File: config.mk
export PLATFORM = sky130hd
export DESIGN_NAME = video_gen_flat
export DESIGN_NICKNAME = d
export VERILOG_FILES = /design/src/rtl/video_gen_if.sv /design/src/rtl/video_gen.sv /design/src/flat_wrapper.sv
export SDC_FILE = /design/constraint.sdc
export NUM_CORES = 1
export LEC_CHECK = 0
export BUFFER_PORTS_ARGS = -buffer_cell sky130_fd_sc_hd__buf_2
export CELL_PAD_IN_SITES_DETAIL_PLACEMENT = 0
export CELL_PAD_IN_SITES_GLOBAL_PLACEMENT = 1
export CORE_UTILIZATION = 45
export DETAILED_ROUTE_END_ITERATION = 12
export PLACE_DENSITY = 0.9
export SETUP_SLACK_MARGIN = 0.15
export SYNTH_ARGS = -nofsm -noshare
export SYNTH_HDL_FRONTEND = slang
export SYNTH_SLANG_ARGS = --single-unit
File: constraint.sdc
create_clock -name clk -period 3.8 [get_ports clk]
set_input_delay 0 -clock clk [delete_from_list [all_inputs] [get_ports clk]]
set_output_delay 0 -clock clk [all_outputs]
set_load 0.03 [all_outputs]
File: src/rtl/video_gen_if.sv
// ============================================================================
// Module   : video_gen_if
// Brief    : Memory fetch port and video/status pins of the raster generator.
// Revision : 1.0
// ============================================================================
`default_nettype none

interface video_gen_if;
    logic        memReq;
    logic [15:0] memAddr;
    logic        memAck;
    logic [7:0]  memData;
    logic        underrunClr;
    logic        underrun;
    logic        vblankIrq;
    logic        videoSync;
    logic        videoPixel;

    modport master (
        output memReq, memAddr, underrun, vblankIrq, videoSync, videoPixel,
        input  memAck, memData, underrunClr
    );

    modport slave (
        input  memReq, memAddr, underrun, vblankIrq, videoSync, videoPixel,
        output memAck, memData, underrunClr
    );
endinterface

`default_nettype wire

File: src/rtl/video_gen.sv
// ============================================================================
// Module   : video_gen
// Brief    : Monochrome raster generator with byte prefetch and composite sync.
// Revision : 1.0
// ============================================================================
`default_nettype none

module video_gen #(
    parameter int unsigned H_TOTAL   = 512,
    parameter int unsigned H_SYNC    = 38,
    parameter int unsigned H_START   = 96,
    parameter int unsigned H_BYTES   = 32,
    parameter int unsigned V_TOTAL   = 312,
    parameter int unsigned V_SYNC    = 3,
    parameter int unsigned V_START   = 40,
    parameter int unsigned V_LINES   = 192,
    parameter logic [15:0] BASE_ADDR = 16'hE000
) (
    input  wire logic   clk,
    input  wire logic   reset,
    video_gen_if.master bus
);

    localparam int          c_HW      = $clog2(H_TOTAL);
    localparam int          c_VW      = $clog2(V_TOTAL);
    localparam int unsigned c_H_END   = H_START + 8 * H_BYTES;
    localparam int unsigned c_V_END   = V_START + V_LINES;
    localparam logic [2:0]  c_H_PHASE = 3'(H_START % 8);

    localparam logic [1:0] S_IDLE = 2'd0;
    localparam logic [1:0] S_REQ  = 2'd1;
    localparam logic [1:0] S_FULL = 2'd2;

    logic [c_HW-1:0] r_hcount;
    logic [c_VW-1:0] r_vcount;
    logic [1:0]      r_state;
    logic [1:0]      w_state_next;
    logic            r_memreq;
    logic [15:0]     r_addr;
    logic [7:0]      r_buf;
    logic [7:0]      r_shift;
    logic            r_underrun;
    logic            r_vblank;
    logic            r_sync;
    logic            r_pixel;

    logic [31:0] w_h;
    logic [31:0] w_v;
    logic        w_vact;
    logic        w_hact;
    logic        w_phase;
    logic        w_load;
    logic        w_slot;
    logic        w_sync;
    logic        w_vblank;
    logic [7:0]  w_load_byte;
    logic [7:0]  w_shift_cur;
    logic        w_set_underrun;
    logic        w_capture;

    assign w_h      = 32'(r_hcount);
    assign w_v      = 32'(r_vcount);
    assign w_vact   = (w_v >= V_START) && (w_v < c_V_END);
    assign w_hact   = (w_h >= H_START) && (w_h < c_H_END);
    assign w_phase  = (w_h[2:0] == c_H_PHASE);
    assign w_load   = w_vact && w_hact && w_phase;
    // Slot k begins one byte period before its load point, so slot k+1 shares load point k.
    assign w_slot   = w_vact && (w_h >= H_START - 8) && (w_h < c_H_END - 8) && w_phase;
    assign w_sync   = !((w_h < H_SYNC) || (w_v < V_SYNC));
    assign w_vblank = (w_h == 0) && (w_v == c_V_END);

    always_ff @(posedge clk) begin
        if (reset) begin
            r_hcount <= '0;
            r_vcount <= '0;
        end else if (w_h == H_TOTAL - 1) begin
            r_hcount <= '0;
            r_vcount <= (w_v == V_TOTAL - 1) ? '0 : r_vcount + c_VW'(1);
        end else begin
            r_hcount <= r_hcount + c_HW'(1);
        end
    end

    always_ff @(posedge clk) begin
        if (reset) begin
            r_state <= S_IDLE;
        end else begin
            r_state <= w_state_next;
        end
    end

    always_comb begin
        w_state_next = r_state;
        case (r_state)
            S_IDLE: begin
                if (w_slot) w_state_next = S_REQ;
            end
            S_REQ: begin
                if (w_load)           w_state_next = w_slot ? S_REQ : S_IDLE;
                else if (bus.memAck)  w_state_next = S_FULL;
            end
            S_FULL: begin
                if (w_load) w_state_next = w_slot ? S_REQ : S_IDLE;
            end
            default: w_state_next = S_IDLE;
        endcase
    end

    always_comb begin
        w_load_byte    = 8'h00;
        w_set_underrun = 1'b0;
        w_capture      = 1'b0;
        case (r_state)
            S_REQ: begin
                if (w_load) begin
                    // An ack on the load cycle bypasses the buffer instead of counting as late.
                    w_load_byte    = bus.memAck ? bus.memData : 8'h00;
                    w_set_underrun = !bus.memAck;
                end else begin
                    w_capture = bus.memAck;
                end
            end
            S_FULL:  w_load_byte = r_buf;
            default: w_load_byte = 8'h00;
        endcase
        w_shift_cur = w_load ? w_load_byte : r_shift;
    end

    always_ff @(posedge clk) begin
        if (reset) begin
            r_memreq   <= 1'b0;
            r_addr     <= BASE_ADDR;
            r_buf      <= 8'h00;
            r_shift    <= 8'h00;
            r_underrun <= 1'b0;
            r_vblank   <= 1'b0;
            r_sync     <= 1'b1;
            r_pixel    <= 1'b0;
        end else begin
            r_memreq <= (w_state_next == S_REQ);
            if ((w_h == 0) && (w_v == 0)) begin
                r_addr <= BASE_ADDR;
            end else if (w_load) begin
                r_addr <= r_addr + 16'd1;
            end
            if (w_capture) begin
                r_buf <= bus.memData;
            end
            r_shift <= {w_shift_cur[6:0], 1'b0};
            if (w_set_underrun) begin
                r_underrun <= 1'b1;
            end else if (bus.underrunClr) begin
                r_underrun <= 1'b0;
            end
            r_vblank <= w_vblank;
            r_sync   <= w_sync;
            r_pixel  <= w_vact && w_hact && w_shift_cur[7];
        end
    end

    assign bus.memReq     = r_memreq;
    assign bus.memAddr    = r_addr;
    assign bus.underrun   = r_underrun;
    assign bus.vblankIrq  = r_vblank;
    assign bus.videoSync  = r_sync;
    assign bus.videoPixel = r_pixel;

endmodule

`default_nettype wire

File: src/flat_wrapper.sv
// flat-port wrapper written by rule: the top's interface ports become plain ports
module video_gen_flat 
#(
    parameter int unsigned H_TOTAL   = 512,
    parameter int unsigned H_SYNC    = 38,
    parameter int unsigned H_START   = 96,
    parameter int unsigned H_BYTES   = 32,
    parameter int unsigned V_TOTAL   = 312,
    parameter int unsigned V_SYNC    = 3,
    parameter int unsigned V_START   = 40,
    parameter int unsigned V_LINES   = 192,
    parameter logic [15:0] BASE_ADDR = 16'hE000
)
  (clk, reset, bus_memReq, bus_memAddr, bus_underrun, bus_vblankIrq, bus_videoSync, bus_videoPixel, bus_memAck, bus_memData, bus_underrunClr);
  video_gen_if bus_i ();
  input  wire logic clk;
  input  wire logic reset;
  output wire logic [$bits(bus_i.memReq)-1:0] bus_memReq;
  output wire logic [$bits(bus_i.memAddr)-1:0] bus_memAddr;
  output wire logic [$bits(bus_i.underrun)-1:0] bus_underrun;
  output wire logic [$bits(bus_i.vblankIrq)-1:0] bus_vblankIrq;
  output wire logic [$bits(bus_i.videoSync)-1:0] bus_videoSync;
  output wire logic [$bits(bus_i.videoPixel)-1:0] bus_videoPixel;
  input wire logic [$bits(bus_i.memAck)-1:0] bus_memAck;
  input wire logic [$bits(bus_i.memData)-1:0] bus_memData;
  input wire logic [$bits(bus_i.underrunClr)-1:0] bus_underrunClr;
  assign bus_memReq = bus_i.memReq;
  assign bus_memAddr = bus_i.memAddr;
  assign bus_underrun = bus_i.underrun;
  assign bus_vblankIrq = bus_i.vblankIrq;
  assign bus_videoSync = bus_i.videoSync;
  assign bus_videoPixel = bus_i.videoPixel;
  assign bus_i.memAck = bus_memAck;
  assign bus_i.memData = bus_memData;
  assign bus_i.underrunClr = bus_underrunClr;
  video_gen #(.H_TOTAL(H_TOTAL), .H_SYNC(H_SYNC), .H_START(H_START), .H_BYTES(H_BYTES), .V_TOTAL(V_TOTAL), .V_SYNC(V_SYNC), .V_START(V_START), .V_LINES(V_LINES), .BASE_ADDR(BASE_ADDR)) u_core (.clk(clk), .reset(reset), .bus(bus_i));
endmodule
# Yosys cells after proc, flatten, opt, wreduce, memory -nomap -nowiden
# Index checks and enable logic that the tools add are counted.
# totals
regBits,57
input_bits,12
elab_cells,65
# op_classes
addsub,3
magnitude_cmp,8
n_eq_ne,6
muxes,16
reduce_logical,20
# ops
cell,n
$logic_not A32 Y1,2
$add A9 B1 Y9 const B,2
$eq A9 B9 Y1 const B,2
$ge A9 B7 Y1 const B,2
$lt A9 B9 Y1 const B,2
$add A16 B1 Y16 const B,1
$mux W8,2
$pmux W8 S2,1
$logic_and A1 B1 Y1,10
$eq A9 B8 Y1 const B,1
$ge A9 B6 Y1 const B,1
$lt A9 B2 Y1 const B,1
$lt A9 B6 Y1 const B,1
$lt A9 B8 Y1 const B,1
$mux W9,1
$mux W2,4
$mux W1,7
$pmux W2 S3,1
$eq A2 B1 Y1 const B,2
$reduce_or A2 Y1,2
$logic_not A3 Y1,1
$eq A2 B2 Y1 const B,1
$logic_not A1 Y1,2
$logic_not A2 Y1,1
other kinds (2),2

# Logic depth before layout (Yosys ltp)
# logic_depth
word_depth,9
depth_mapped,10
ltp_nobuf,9

# Worst setup path before layout
# Ideal clock, no wire load.
# synth_timing
kind,register to register
from,register u_core.r_hcount[0]
to,register u_core.r_vcount[7]
setup_time_ps,131
t_arrival_ps,1730
slack_ps,1939
stages_incl_launch_ff,11
cell_sequence,dfxtp_1 -> ha_1 -> nand3_1 -> nor2_1 -> ha_1 -> clkbuf_1 -> nand3_1 -> nor2_1 -> nand3_1 -> xor2_1 -> nor2_1
# synth_via
elab_chain_cells,1
# synth_lines
item,line_no,source
from (decl),video_gen.sv:34,logic [c_HW-1:0] r_hcount;
from (signal assigned),video_gen.sv:80,r_hcount <= r_hcount + c_HW'(1);
$eq A9 B9 Y1,video_gen.sv:76,end else if (w_h == H_TOTAL - 1) begin
to (signal assigned),video_gen.sv:78,r_vcount <= (w_v == V_TOTAL - 1) ? '0 : r_vcount + c_VW'(1);
to (decl),video_gen.sv:35,logic [c_VW-1:0] r_vcount;
# Every way passes these cells.
# A chain may end at the register's enable or synchronous reset.

# Worst setup path after layout
# layout_timing
from,register u_core.r_hcount[0]
to,register u_core.r_addr[13] (netlist: u_core.bus.memAddr[13])
# layout_via
elab_chain_cells,4
elab_cells_between_ends,9
classes_between,2 x order compare; 7 x reduce/logical
# layout_lines
item,line_no,source
$ge A9 B7 Y1 / $lt A9 B9 Y1 (equally long branches),video_gen.sv:64,assign w_hact = (w_h >= H_START) && (w_h < c_H_END);
$logic_and A1 B1 Y1,video_gen.sv:64,
$logic_and A1 B1 Y1 (2 in a row),video_gen.sv:66,assign w_load = w_vact && w_hact && w_phase;
to (signal assigned),video_gen.sv:144,r_addr <= r_addr + 16'd1;
to (decl),video_gen.sv:39,logic [15:0] r_addr;
# Several ways; a longest one is shown, not always the timed one.

==> results.sh <==
export IMPL_status="finished clean"
export IMPL_clkSlewWorstSetupHoldPaths_ns=0.10
export IMPL_synth_edf_count=0
export IMPL_worst_slack_ns=1.372
export IMPL_criticalPathCategory="reg -> reg"
export IMPL_htreeDepth=2
export IMPL_ys_warn_count=0
export IMPL_pwr_density_cell_nw_per_um2=335.5
export IMPL_viasPerCell=5.397
export IMPL_n_fill_cell=541
export IMPL_timing_rr_start="u_core.r_hcount[0]"
export IMPL_r2r_slack_ns=1.37
export IMPL_period_needed_ns=2.428
export IMPL_cts_buffers=5
export IMPL_leakagePower_nw=1.176
export IMPL_rsz0062_at_grt="false"
export IMPL_io_buffer_count=32
export IMPL_cp_required_ns=4.00
export IMPL_synth_cell_types=47
export IMPL_areaGrowthSynthToFinish_pct=12.52
export IMPL_syn_num_nets=330
export IMPL_gp_congestion=0.8346
export IMPL_peakVddDrop_mv=0.1821
export IMPL_tns_ns=0
export IMPL_die_w_um=79.57
export IMPL_cap_violations=0
export IMPL_wl_per_cell_um=12.78
export IMPL_start_util_pct=47.99
export IMPL_ff2ff_path_depth=7
export IMPL_holdCritPathClass="in -> reg"
export IMPL_finalClockSkew_ns=0.01007
export IMPL_power_total_mw=1.022
export IMPL_start_kind="flip-flop"
export IMPL_setup_viol=0
export IMPL_netlist_area_um2=2708
export IMPL_max_freq_ghz=0.4118
export IMPL_timing_hold_ws_ns=0.02681
export IMPL_dr_pass1_iters=4
export IMPL_synth_area_per_cell_um2=8.791
export IMPL_ant_nets=0
export IMPL_num_vias=2229
export IMPL_max_stage_delay_ns=0.45
export IMPL_numClockSinks=56
export IMPL_path_max_fanout=13
export IMPL_whs_path_depth=4
export IMPL_grt_use_total_pct=17.24
export IMPL_slew_viol_final=0
export IMPL_ys_flop_type="dfxtp_1"
export IMPL_dpl_cell_area_um2=2855
export IMPL_slowest_stage="a21oi_2"
export IMPL_drcViolationCount=0
export IMPL_ys_seq_area_share_pct=41.40
export IMPL_clk_latency_ns=0.31
export IMPL_cts_root_buf="clkbuf_8"
export IMPL_dp_slack_ns=1.405
export IMPL_ios=33
export IMPL_cp_top_family="simple AND/OR/NAND/NOR gates"
export IMPL_cts_tree="yes"
export IMPL_grt_pass1_wl_um=8694
export IMPL_synth_top_area_cell="dfxtp_1"
export IMPL_nets=362
export IMPL_antennaDiodeCount=0
export IMPL_path_buf_inv=1
export IMPL_core_area_um2=5642
export IMPL_max_slew_margin_pct=57.84
export IMPL_yosysMostFrequentCell="dfxtp_1"
export IMPL_die_area_um2=6331
export IMPL_drt_iter0_drc=89
export IMPL_routed_wl_um=5278
export IMPL_cts_resized=0
export IMPL_r2r_end="u_core.bus.memAddr[13]"
export IMPL_die_h_um=79.57
export IMPL_hold_viol_final=0
export IMPL_async_reset_ff_share_pct=0
export IMPL_grt_max_degree=26
export IMPL_endpoint_kind="flip-flop"
export IMPL_grt_pass1_vias=1931
export IMPL_yosys_area_top_type_share_pct=41.40
export IMPL_hold_start="bus_underrunClr"
export IMPL_num_rows=27
export IMPL_synth_area_top_cells="dfxtp_1, nor2_1, xor2_1, ha_1, nand3_1"
export IMPL_synthTopCellsByCount="dfxtp_1, nor2_1, nand3_1, nand2_1, a21oi_1"
export IMPL_post_dp_hpwl_um=3682
export IMPL_min_to="u_core.bus.underrun"
export IMPL_drive_above_1_share_pct=17.30
export IMPL_crit_path_cell_trace="inv_1 > ha_1 > or2b_2 > a21oi_2 > nand4_2 > o21ai_0 > or3b_1"
export IMPL_synth_cells=308
export IMPL_finish_instance_area_um2=3047
export IMPL_antenna_found_initial=0
export IMPL_layout_worst_path_cycle_share_pct=63.91
export IMPL_synth_seq_cells=56
export IMPL_gr_total_overflow=0
export IMPL_worstPathArrival_ns=2.63
export IMPL_cts_max_path_buffers=2
export IMPL_worst_pin_slew_ns=0.6319
[repair_timing]
action                                 4_1_cts  5_1_grt
setup buffers                                0        0
hold buffers                                 8        0
endpoints found under the hold margin        9        0
[kinds of logic after synthesis]
kind of cell	Yosys count	synth area share, %
fa+ha+maj	10	4.621
simple gates	138	26.25
buf+inv	25	5.314
xor+xnor	22	7.117
compound gates	49	12.34
flops	56	41.40
mux	8	2.958
[layout by cell type, fill, tap and decap left out, types with 6 or more instances in the layout]
cell type,count
nor2_1,40
o21ai_0,10
and2_1,6
a21oi_1,18
inv_1,9
nand2_1,21
a22o_1,7
mux2i_1,8
xor2_1,15
dlygate4sd3_1,8
ha_1,10
nand3_1,23
dfxtp_1,56
buf_2,32
nand4_1,9
xnor2_1,7
or3_1,7
[state kept, by name (all words and copies together), names as in the netlist, 2 cells and up]
signal,count
u_core.bus.memAddr,16
u_core.r_buf,8
u_core.r_hcount,9
u_core.r_shift,7
u_core.r_state,2
u_core.r_vcount,9
[how the worst max path moves through the flow]
| stage | startpoint | end | cells after the start |
|---|---|---|---|
| after floorplan | u_core.r_hcount[0] | u_core.r_vcount[7] | 10 |
| after global placement | u_core.r_hcount[0] | u_core.bus.memAddr[13] | 7 |
| after detailed placement | u_core.r_hcount[0] | u_core.bus.memAddr[15] | 7 |
| after CTS | u_core.r_hcount[0] | u_core.bus.memAddr[15] | 7 |
| after global routing | u_core.r_hcount[0] | u_core.bus.memAddr[15] | 7 |
| final | u_core.r_hcount[0] | u_core.bus.memAddr[13] | 7 |
[report_power, final]
| group | internal (mW) | switching [mW] |
|---|---|---|
| Clock | 0.195 | 0.191 |
| Combinational | 0.0178 | 0.0243 |
| Sequential | 0.590 | 0.00426 |
[cell type report]
class                           instances  area [µm²]  area share, %
Clock buffer                            5       68.82          2.259
Clock inverter                          3       42.54          1.396
Inverter                                9       33.78          1.109
Multi-Input combinational cell        227        1443          47.35
Sequential cell                        56        1121          36.80
Tap cell                               72       90.09          2.957
Timing Repair Buffer                   41       247.7          8.131
[routing by layer]
metal / GRT usage [%] / vias up / share of wire [%]
met5: 0 / - / 0
met4: 4.909 / 0 / 1.2
met3: 3.543 / 5 / 3.9
met2: 28.72 / 43 / 46
met1: 22.33 / 1055 / 49
li1: - / 1126 / -
[per-stage QoR]
stage          instances  utilization (%)
6_report             413            54.00
5_1_grt              413            54.00
4_1_cts              413            54.00
3_5_place_dp         397            50.61
3_3_place_gp         397            50.61
2_1_floorplan        308                -
[worst min-delay path: stages]
cell	delay (ns)
buf_2	0.07
nor2b_1	0.04
a21oi_1	0.13
nor2_1	0.05
Power figures use the tool's default switching activity.
